## src/rtl/cart_mem_ctrl.sv

```systemverilog
// Cartridge memory sequencer: arbitrates the single-port cartridge RAM between the ROM
// download stream (priority) and console CPU reads, and holds the console in reset while loading.
module cart_mem_ctrl #(
    parameter int unsigned AW     = 17,
    parameter int unsigned RD_LAT = 2,
    parameter int unsigned HOLD   = 16
) (
    input  logic          i_clk,
    input  logic          i_rst_n,
    input  logic          i_dl_active,
    input  logic          i_dl_valid,
    input  logic [AW-1:0] i_dl_addr,
    input  logic [7:0]    i_dl_data,
    output logic          o_dl_ready,
    input  logic          i_cpu_req,
    input  logic [AW-1:0] i_cpu_addr,
    output logic [7:0]    o_cpu_rdata,
    output logic          o_cpu_rvalid,
    output logic [AW-1:0] o_mem_addr,
    output logic [7:0]    o_mem_wdata,
    output logic          o_mem_we,
    output logic          o_mem_re,
    input  logic [7:0]    i_mem_rdata,
    output logic [AW:0]   o_cart_size,
    output logic          o_sys_resb
);

    localparam int unsigned SW = AW + 1;
    localparam int unsigned LW = 3;
    localparam int unsigned HW = 8;

    typedef enum logic [1:0] {S_IDLE, S_DL_WR, S_RD_WAIT} state_t;

    state_t          r_state, w_state_nxt;
    logic            r_dl_ready, w_dl_ready_nxt;
    logic            r_cpu_rvalid, w_cpu_rvalid_nxt;
    logic [7:0]      r_cpu_rdata, w_cpu_rdata_nxt;
    logic [AW-1:0]   r_mem_addr, w_mem_addr_nxt;
    logic [7:0]      r_mem_wdata, w_mem_wdata_nxt;
    logic            r_mem_we, w_mem_we_nxt;
    logic            r_mem_re, w_mem_re_nxt;
    logic [SW-1:0]   r_cart_size, w_cart_size_nxt;
    logic            r_sys_resb, w_sys_resb_nxt;
    logic [HW-1:0]   r_hold, w_hold_nxt;
    logic [LW-1:0]   r_lat, w_lat_nxt;
    logic            r_dl_mode, w_dl_mode_nxt;

    logic            w_accept;
    logic            w_in_range;
    logic [SW-1:0]   w_wr_end;

    assign w_accept   = i_dl_valid & r_dl_ready;
    assign w_in_range = SW'(i_cpu_addr) < r_cart_size;
    assign w_wr_end   = SW'(r_mem_addr) + SW'(1);

    // State and registered outputs
    always_ff @(posedge i_clk or negedge i_rst_n) begin
        if (!i_rst_n) begin
            r_state      <= S_IDLE;
            r_dl_ready   <= 1'b0;
            r_cpu_rvalid <= 1'b0;
            r_cpu_rdata  <= 8'hFF;
            r_mem_addr   <= '0;
            r_mem_wdata  <= '0;
            r_mem_we     <= 1'b0;
            r_mem_re     <= 1'b0;
            r_cart_size  <= '0;
            r_sys_resb   <= 1'b0;
            r_hold       <= HW'(HOLD);
            r_lat        <= '0;
            r_dl_mode    <= 1'b0;
        end else begin
            r_state      <= w_state_nxt;
            r_dl_ready   <= w_dl_ready_nxt;
            r_cpu_rvalid <= w_cpu_rvalid_nxt;
            r_cpu_rdata  <= w_cpu_rdata_nxt;
            r_mem_addr   <= w_mem_addr_nxt;
            r_mem_wdata  <= w_mem_wdata_nxt;
            r_mem_we     <= w_mem_we_nxt;
            r_mem_re     <= w_mem_re_nxt;
            r_cart_size  <= w_cart_size_nxt;
            r_sys_resb   <= w_sys_resb_nxt;
            r_hold       <= w_hold_nxt;
            r_lat        <= w_lat_nxt;
            r_dl_mode    <= w_dl_mode_nxt;
        end
    end

    // Next-state and next-output logic
    always_comb begin
        w_state_nxt      = r_state;
        w_cpu_rvalid_nxt = 1'b0;
        w_cpu_rdata_nxt  = r_cpu_rdata;
        w_mem_addr_nxt   = r_mem_addr;
        w_mem_wdata_nxt  = r_mem_wdata;
        w_mem_we_nxt     = 1'b0;
        w_mem_re_nxt     = 1'b0;
        w_cart_size_nxt  = r_cart_size;
        w_lat_nxt        = r_lat;
        w_sys_resb_nxt   = r_sys_resb;
        w_hold_nxt       = r_hold;
        w_dl_mode_nxt    = r_dl_mode;

        case (r_state)
            S_IDLE: begin
                if (w_accept) begin
                    w_state_nxt     = S_DL_WR;
                    w_mem_we_nxt    = 1'b1;
                    w_mem_addr_nxt  = i_dl_addr;
                    w_mem_wdata_nxt = i_dl_data;
                end else if (!i_dl_active && i_cpu_req && r_sys_resb) begin
                    if (w_in_range) begin
                        w_state_nxt    = S_RD_WAIT;
                        w_mem_re_nxt   = 1'b1;
                        w_mem_addr_nxt = i_cpu_addr;
                        w_lat_nxt      = LW'(RD_LAT);
                    end else begin
                        w_cpu_rdata_nxt  = 8'hFF;
                        w_cpu_rvalid_nxt = 1'b1;
                    end
                end
                if (i_dl_active && !r_dl_mode) begin
                    w_cart_size_nxt = '0;
                end
            end
            S_DL_WR: begin
                w_state_nxt = S_IDLE;
                if (w_wr_end > r_cart_size) begin
                    w_cart_size_nxt = w_wr_end;
                end
            end
            S_RD_WAIT: begin
                if (r_lat == '0) begin
                    w_state_nxt      = S_IDLE;
                    w_cpu_rdata_nxt  = i_mem_rdata;
                    w_cpu_rvalid_nxt = 1'b1;
                end else begin
                    w_lat_nxt = r_lat - LW'(1);
                end
            end
            default: w_state_nxt = S_IDLE;
        endcase

        // Console reset: held while loading; the cycle DL_ACTIVE falls is the first hold cycle
        if ((r_state == S_IDLE && i_dl_active) || (r_dl_mode && i_dl_active)) begin
            w_dl_mode_nxt  = 1'b1;
            w_sys_resb_nxt = 1'b0;
            w_hold_nxt     = HW'(HOLD);
        end else begin
            w_dl_mode_nxt = 1'b0;
            if (r_hold != '0) begin
                w_hold_nxt = r_hold - HW'(1);
            end else begin
                w_sys_resb_nxt = 1'b1;
            end
        end

        w_dl_ready_nxt = (w_state_nxt == S_IDLE) && i_dl_active;
    end

    assign o_dl_ready   = r_dl_ready;
    assign o_cpu_rvalid = r_cpu_rvalid;
    assign o_cpu_rdata  = r_cpu_rdata;
    assign o_mem_addr   = r_mem_addr;
    assign o_mem_wdata  = r_mem_wdata;
    assign o_mem_we     = r_mem_we;
    assign o_mem_re     = r_mem_re;
    assign o_cart_size  = r_cart_size;
    assign o_sys_resb   = r_sys_resb;

endmodule

```

## config.mk

```make
export PLATFORM = sky130hd
export DESIGN_NAME = cart_mem_ctrl
export DESIGN_NICKNAME = d
export VERILOG_FILES = /design/src/rtl/cart_mem_ctrl.sv
export SDC_FILE = /design/constraint.sdc
export NUM_CORES = 1
export LEC_CHECK = 0
export CORE_ASPECT_RATIO = 0.6
export CORE_MARGIN = 1
export CORE_UTILIZATION = 50
export CTS_CLUSTER_DIAMETER = 80
export CTS_CLUSTER_SIZE = 24
export DETAILED_ROUTE_END_ITERATION = 8
export GPL_TIMING_DRIVEN = 0
export HOLD_SLACK_MARGIN = 0.08
export PLACE_DENSITY = 0.82
export SYNTH_ARGS = -nofsm -noshare
export SYNTH_HDL_FRONTEND = slang
export SYNTH_SLANG_ARGS = --single-unit
```

## constraint.sdc

```tcl
create_clock -name i_clk -period 4.4 [get_ports i_clk]
set_input_delay 0.66 -clock i_clk [delete_from_list [all_inputs] [get_ports i_clk]]
set_output_delay 0.66 -clock i_clk [all_outputs]
set_load 0.02 [all_outputs]
```

Yosys cells after proc, flatten, opt, wreduce, memory -nomap -nowiden:

Cells that the tools add are included.

* input bits: 55
* flip-flop bits (word level): 70
* word-level logic and storage cells: 90
* output and inout port bits: 56

* $add $sub $neg: 3
* magnitude comparators: 2
* equality and inequality tests: 11
* muxes and demuxes: 37
* reductions and logical operators: 23
* bitwise logic cells: 1

Operator list (number)
* 2-to-1 mux 17 bit: 3
* 2-to-1 mux 8 bit: 6
* 2-to-1 mux 18 bit: 2
* case mux 18 bit (2 select lines): 1
* adder 17 x 1 -> 18 bit, second input constant: 1
* > comparator 18 bit: 1
* less-than comparator 17 x 18 -> 1 bit: 1
* != test 2 bit, second input constant: 9
* case mux 8 bit (2 select lines): 1
* 2-to-1 mux 1 bit: 13
* 2-to-1 mux 3 bit: 4
* AND reduction 5 bit: 2
* nonzero test 2 bit: 5
* 2-to-1 mux 2 bit: 4
* nonzero test 8 bit: 1
* subtractor 8 x 1 -> 8 bit, second input constant: 1
* logical AND 1 bit: 6
* case mux 3 bit (2 select lines): 1
* AND reduction 3 bit: 2
* logical NOT 2 bit: 2
* case mux 2 bit (2 select lines): 1
* logical NOT 3 bit: 1
* subtractor 3 x 1 -> 3 bit, second input constant: 1
* == test 2 x 1 -> 1 bit, second input constant: 1
* other kinds (6): 7

Longest topological paths before layout:

* depth after elaboration: 8
* gate-level depth with buffers: 14
* gate-level depth less buffers: 12

Least setup slack after synthesis:

No wires, ideal clock.

* path kind: reg-to-reg
* start point: register r_mem_addr[0] (netlist: o_mem_addr[0])
* end point: register r_cart_size[10] (netlist: o_cart_size[10])
* library setup time: 0.079 ns
* cell stages (with the launch flop): 15
* data arrival time: 3.064 ns
* setup slack: 1.256 ns
* period minus slack after synthesis: 3.144 ns
* cell sequence: dfrtp_1 > ha_1 > nand3_1 > nor3_1 > nand2_1 > xnor2_1 > ha_1 > nand4_1 > nor3_1 > nand4_1 > nand2_1 > a21o_1 > buf_2 > buf_2 > mux2i_1

* cells in the longest elaborated chain, start to end: 4
* elaborated cells on any way between the ends: 6
* those cells by class: add/sub: 1; order compare: 1; eq/ne: 1; mux: 2; reduce/logical: 1

Ends and longest elaborated chain
* start: declaration: line 38 `logic [AW-1:0] r_mem_addr, w_mem_addr_nxt;`
* start signal: assignment: line 77 `r_mem_addr <= w_mem_addr_nxt;`
* adder 17 x 1 -> 18 bit *: line 54 `assign w_wr_end = SW'(r_mem_addr) + SW'(1);`
* > comparator 18 bit: line 128 `if (w_wr_end > r_cart_size) begin`
* != test 2 bit (no source line)
* AND reduction 3 bit (no source line)
* end signal: assignment: line 81 `r_cart_size <= w_cart_size_nxt;`
* end: declaration: line 42 `logic [SW-1:0] r_cart_size, w_cart_size_nxt;`

Every way passes the cells marked *; elsewhere a longest branch is shown, timed or not. The select of a mux whose other input is x is not followed.
A chain may end at the register's enable or synchronous reset.

Worst setup path after layout:

* start point: register r_mem_addr[0] (netlist: o_mem_addr[0])
* end point: register r_cart_size[15] (netlist: o_cart_size[15])

The elaborated chain is that of the path after synthesis.

==> impl_metrics.toml <==
[outcome]
status = "finished clean"

[route]
vias_per_cell = 5.44
drcViolationCount = 0
wl_per_cell_um = 17.2
initialDrtViolationCount = 207
via_count = 3533
drtPass1Iterations = 4
ant_nets = 0
drt-total-wl_mm = 11.2

[worst_setup_path]
critPathBufInv = 2
critPathArrivalTime_ns = 4.44
cp-start-kind = "register"
r2r-end = "o_cart_size[15]$_DFFE_PN0P_"
max_stage_delay_ns = 0.61
endpoint_kind = "register"
cp_cell_sequence = "ha_1 -> nand3_1 -> nor3_1 -> nand2_1 -> xnor2_1 -> ha_1 -> nand4_1 -> nor3_1 -> nand4_1 -> nand2_1 -> a21o_1 -> buf_2 -> buf_2 -> mux2i_1"
r2r-start = "o_mem_addr[0]$_DFFE_PN0P_"
cp.required_ns = 4.65
critPathSlowestCell = "nor3_1"
cp_max_fo = 10
worstSetupPathType = "register to register"
path_delay_family = "simple AND/OR/NAND/NOR gates"
rr_worst_depth = 14
crit_cells = 14
rrSetupSlack_ns = 0.22

[die]
die_h_um = 73.7
die_area_um2 = 8950
start_util_pct = 53.1
rows = 25
dieWidth_um = 121
core_um2 = 8070
num_io_pins = 111

[clock_tree]
cts.htree.levels = 3
ctsHoldBuffers = 0
clk_latency_ns = 0.34
cts_resized = 0
clock_sinks = 70
cts_tree = "yes"
clock_path_buffers = 2
clk_pin_slew_ns = 0.05
post_cts_buffers = 0
cts_made_buffers = 9
clock_tree.root_cell = "clkbuf_16"

[cells_and_area]
fin_nets = 630
fin_util_pct = 72.0
final_common_cell = "clkdlybuf4s50_1"
most-common-layout-cells = "109 x clkdlybuf4s50_1, 62 x nand2_1, 61 x dfrtp_1"
diodes = 0
synthToLayoutAreaGrowth_pct = 35.7
drive_gt1_share_pct = 13.9
nFillCells = 572

[logic_synthesis]
syn_nets = 509
synth_area_per_cell_um2 = 10.3
ys_warn_count = 0
synth_edf_count = 0
syn_inst = 415
synth_top_area_share_pct = 35.6
syn_area_um2 = 4280
synth_top_cell_by_area = "dfrtp_1"
synth_cell_types = 44
synth_flop_cell = "dfrtp_1"
synth_seq_area_share_pct = 41.2
synthTopCellsByArea = "dfrtp_1 36%, ha_1 11%, mux2_2 8.4%"
async_reset_ff_share_pct = 100
ys_ff_latch = 70

[timing]
rsz0062_at_grt = "no"
tightest_slew_ns = 0.889
min_period_ns = 4.18
max_slew_margin_pct = 40.7
final_hold_viol_count = 0
post-route-period-util_pct = 95.1
slew_viol_final = 0
setup_ws_ns = 0.216
fmax_mhz = 239
holdWs_ns = 0.432
fin_tns_setup_ns = 0
fin_skew_ns = 0.00472
setup_viol_count_final = 0

[grt]
antenna_found_initial = 0
grt_pass1_vias = 3542
grt_usage_pct = 26.4
grt_max_degree = 71
grt_overflow_total = 0
grt_pass1_wl_mm = 17.7

[power]
total_power_mw = 3.07
powerDensity_nw_per_um2 = 529
p_leak_nw = 2.56
vdd_ir_drop_max_mv = 0.300

[min_path]
hold_path.class = "input port to asynchronous set/reset pin"

[placed_design]
dp_hpwl_mm = 8.51
portBuffers = 110
gp_congestion = 0.914
dp_worst_setup_slack_ns = 0.465

[flow_run]
maxCapViolCount = 0
-- flip-flops by register name, summed over array words and instances (netlist names) --
register / cells
o_mem_addr: 17
o_cpu_rdata: 8
o_mem_we: 1
o_dl_ready: 1
o_cpu_rvalid: 1
r_dl_mode: 1
r_lat: 3
r_state: 2
o_mem_wdata: 8
r_hold: 8
o_sys_resb: 1
o_mem_re: 1
o_cart_size: 18
-- per-stage QoR --
| stage | instance area, µm² | std cells |
|---|---|---|
| final | 5810 | 649 |
| after global routing | 5810 | 649 |
| after CTS | 5810 | 649 |
| after detailed placement | 5520 | 633 |
| after global placement | 5520 | 633 |
| after floorplan | 4280 | 415 |
-- how the worst max path moves through the flow --
| stage | startpoint | end |
|---|---|---|
| detailed placement | o_mem_addr[0]$_DFFE_PN0P_ | o_cart_size[13]$_DFFE_PN0P_ |
| finish | o_mem_addr[0]$_DFFE_PN0P_ | o_cart_size[15]$_DFFE_PN0P_ |
| floorplan | o_mem_addr[0]$_DFFE_PN0P_ | o_cart_size[10]$_DFFE_PN0P_ |
| global placement | i_rst_n | r_hold[7]$_DFFE_PN0P_ |
| CTS | o_mem_addr[0]$_DFFE_PN0P_ | o_cart_size[13]$_DFFE_PN0P_ |
| global route | o_mem_addr[0]$_DFFE_PN0P_ | o_cart_size[13]$_DFFE_PN0P_ |
-- final cells by class --
class / instances / area (µm²) / share of cell area (%)
Buffer: 15 / 82.6 / 1.42
Inverter: 27 / 101 / 1.74
Tap cell: 108 / 135 / 2.33
Sequential cell: 70 / 1760 / 30.3
Timing Repair Buffer: 110 / 1100 / 18.9
Clock inverter: 4 / 47.5 / 0.818
Clock buffer: 12 / 246 / 4.24
Multi-Input combinational cell: 303 / 2340 / 40.2
-- kinds of logic after synthesis --
group,after synthesis,share of synthesized area [%]
simple gates,136,15.0
compound gates,44,7.10
buf+inv,42,4.29
fa+ha+maj,39,11.4
mux,63,16.7
flops,70,41.2
xor+xnor,21,4.29
-- where the power goes --
part | leakage, nW | total, mW | internal [mW] | switching [mW]
combinational | 1.54 | 1.34 | 0.651 | 0.685
clock | 0.143 | 0.721 | 0.452 | 0.269
sequential | 0.875 | 1.02 | 0.847 | 0.168
total | 2.56 | 3.07 | 1.95 | 1.12
-- Yosys cell counts, drive strengths merged (7+ instances only) --
cell,number
inv,27
xor2,9
ha,39
mux2i,22
dfstp,9
clkbuf,10
dfrtp,61
a21oi,11
nand4,8
o21ai,7
xnor2,12
mux2,41
o211ai,8
nor2,25
nand2,62
nand3,13
-- layer usage --
layer  global-route usage, %  part of all wire [%]  routed length (µm)
met1                    36.8                    49                5490
met2                    40.3                    44                4910
met3                    7.22                   6.1                 683
met4                    7.27                  0.93                 104
met5                       0                     0                   0
Power figures use the tool's default switching activity.
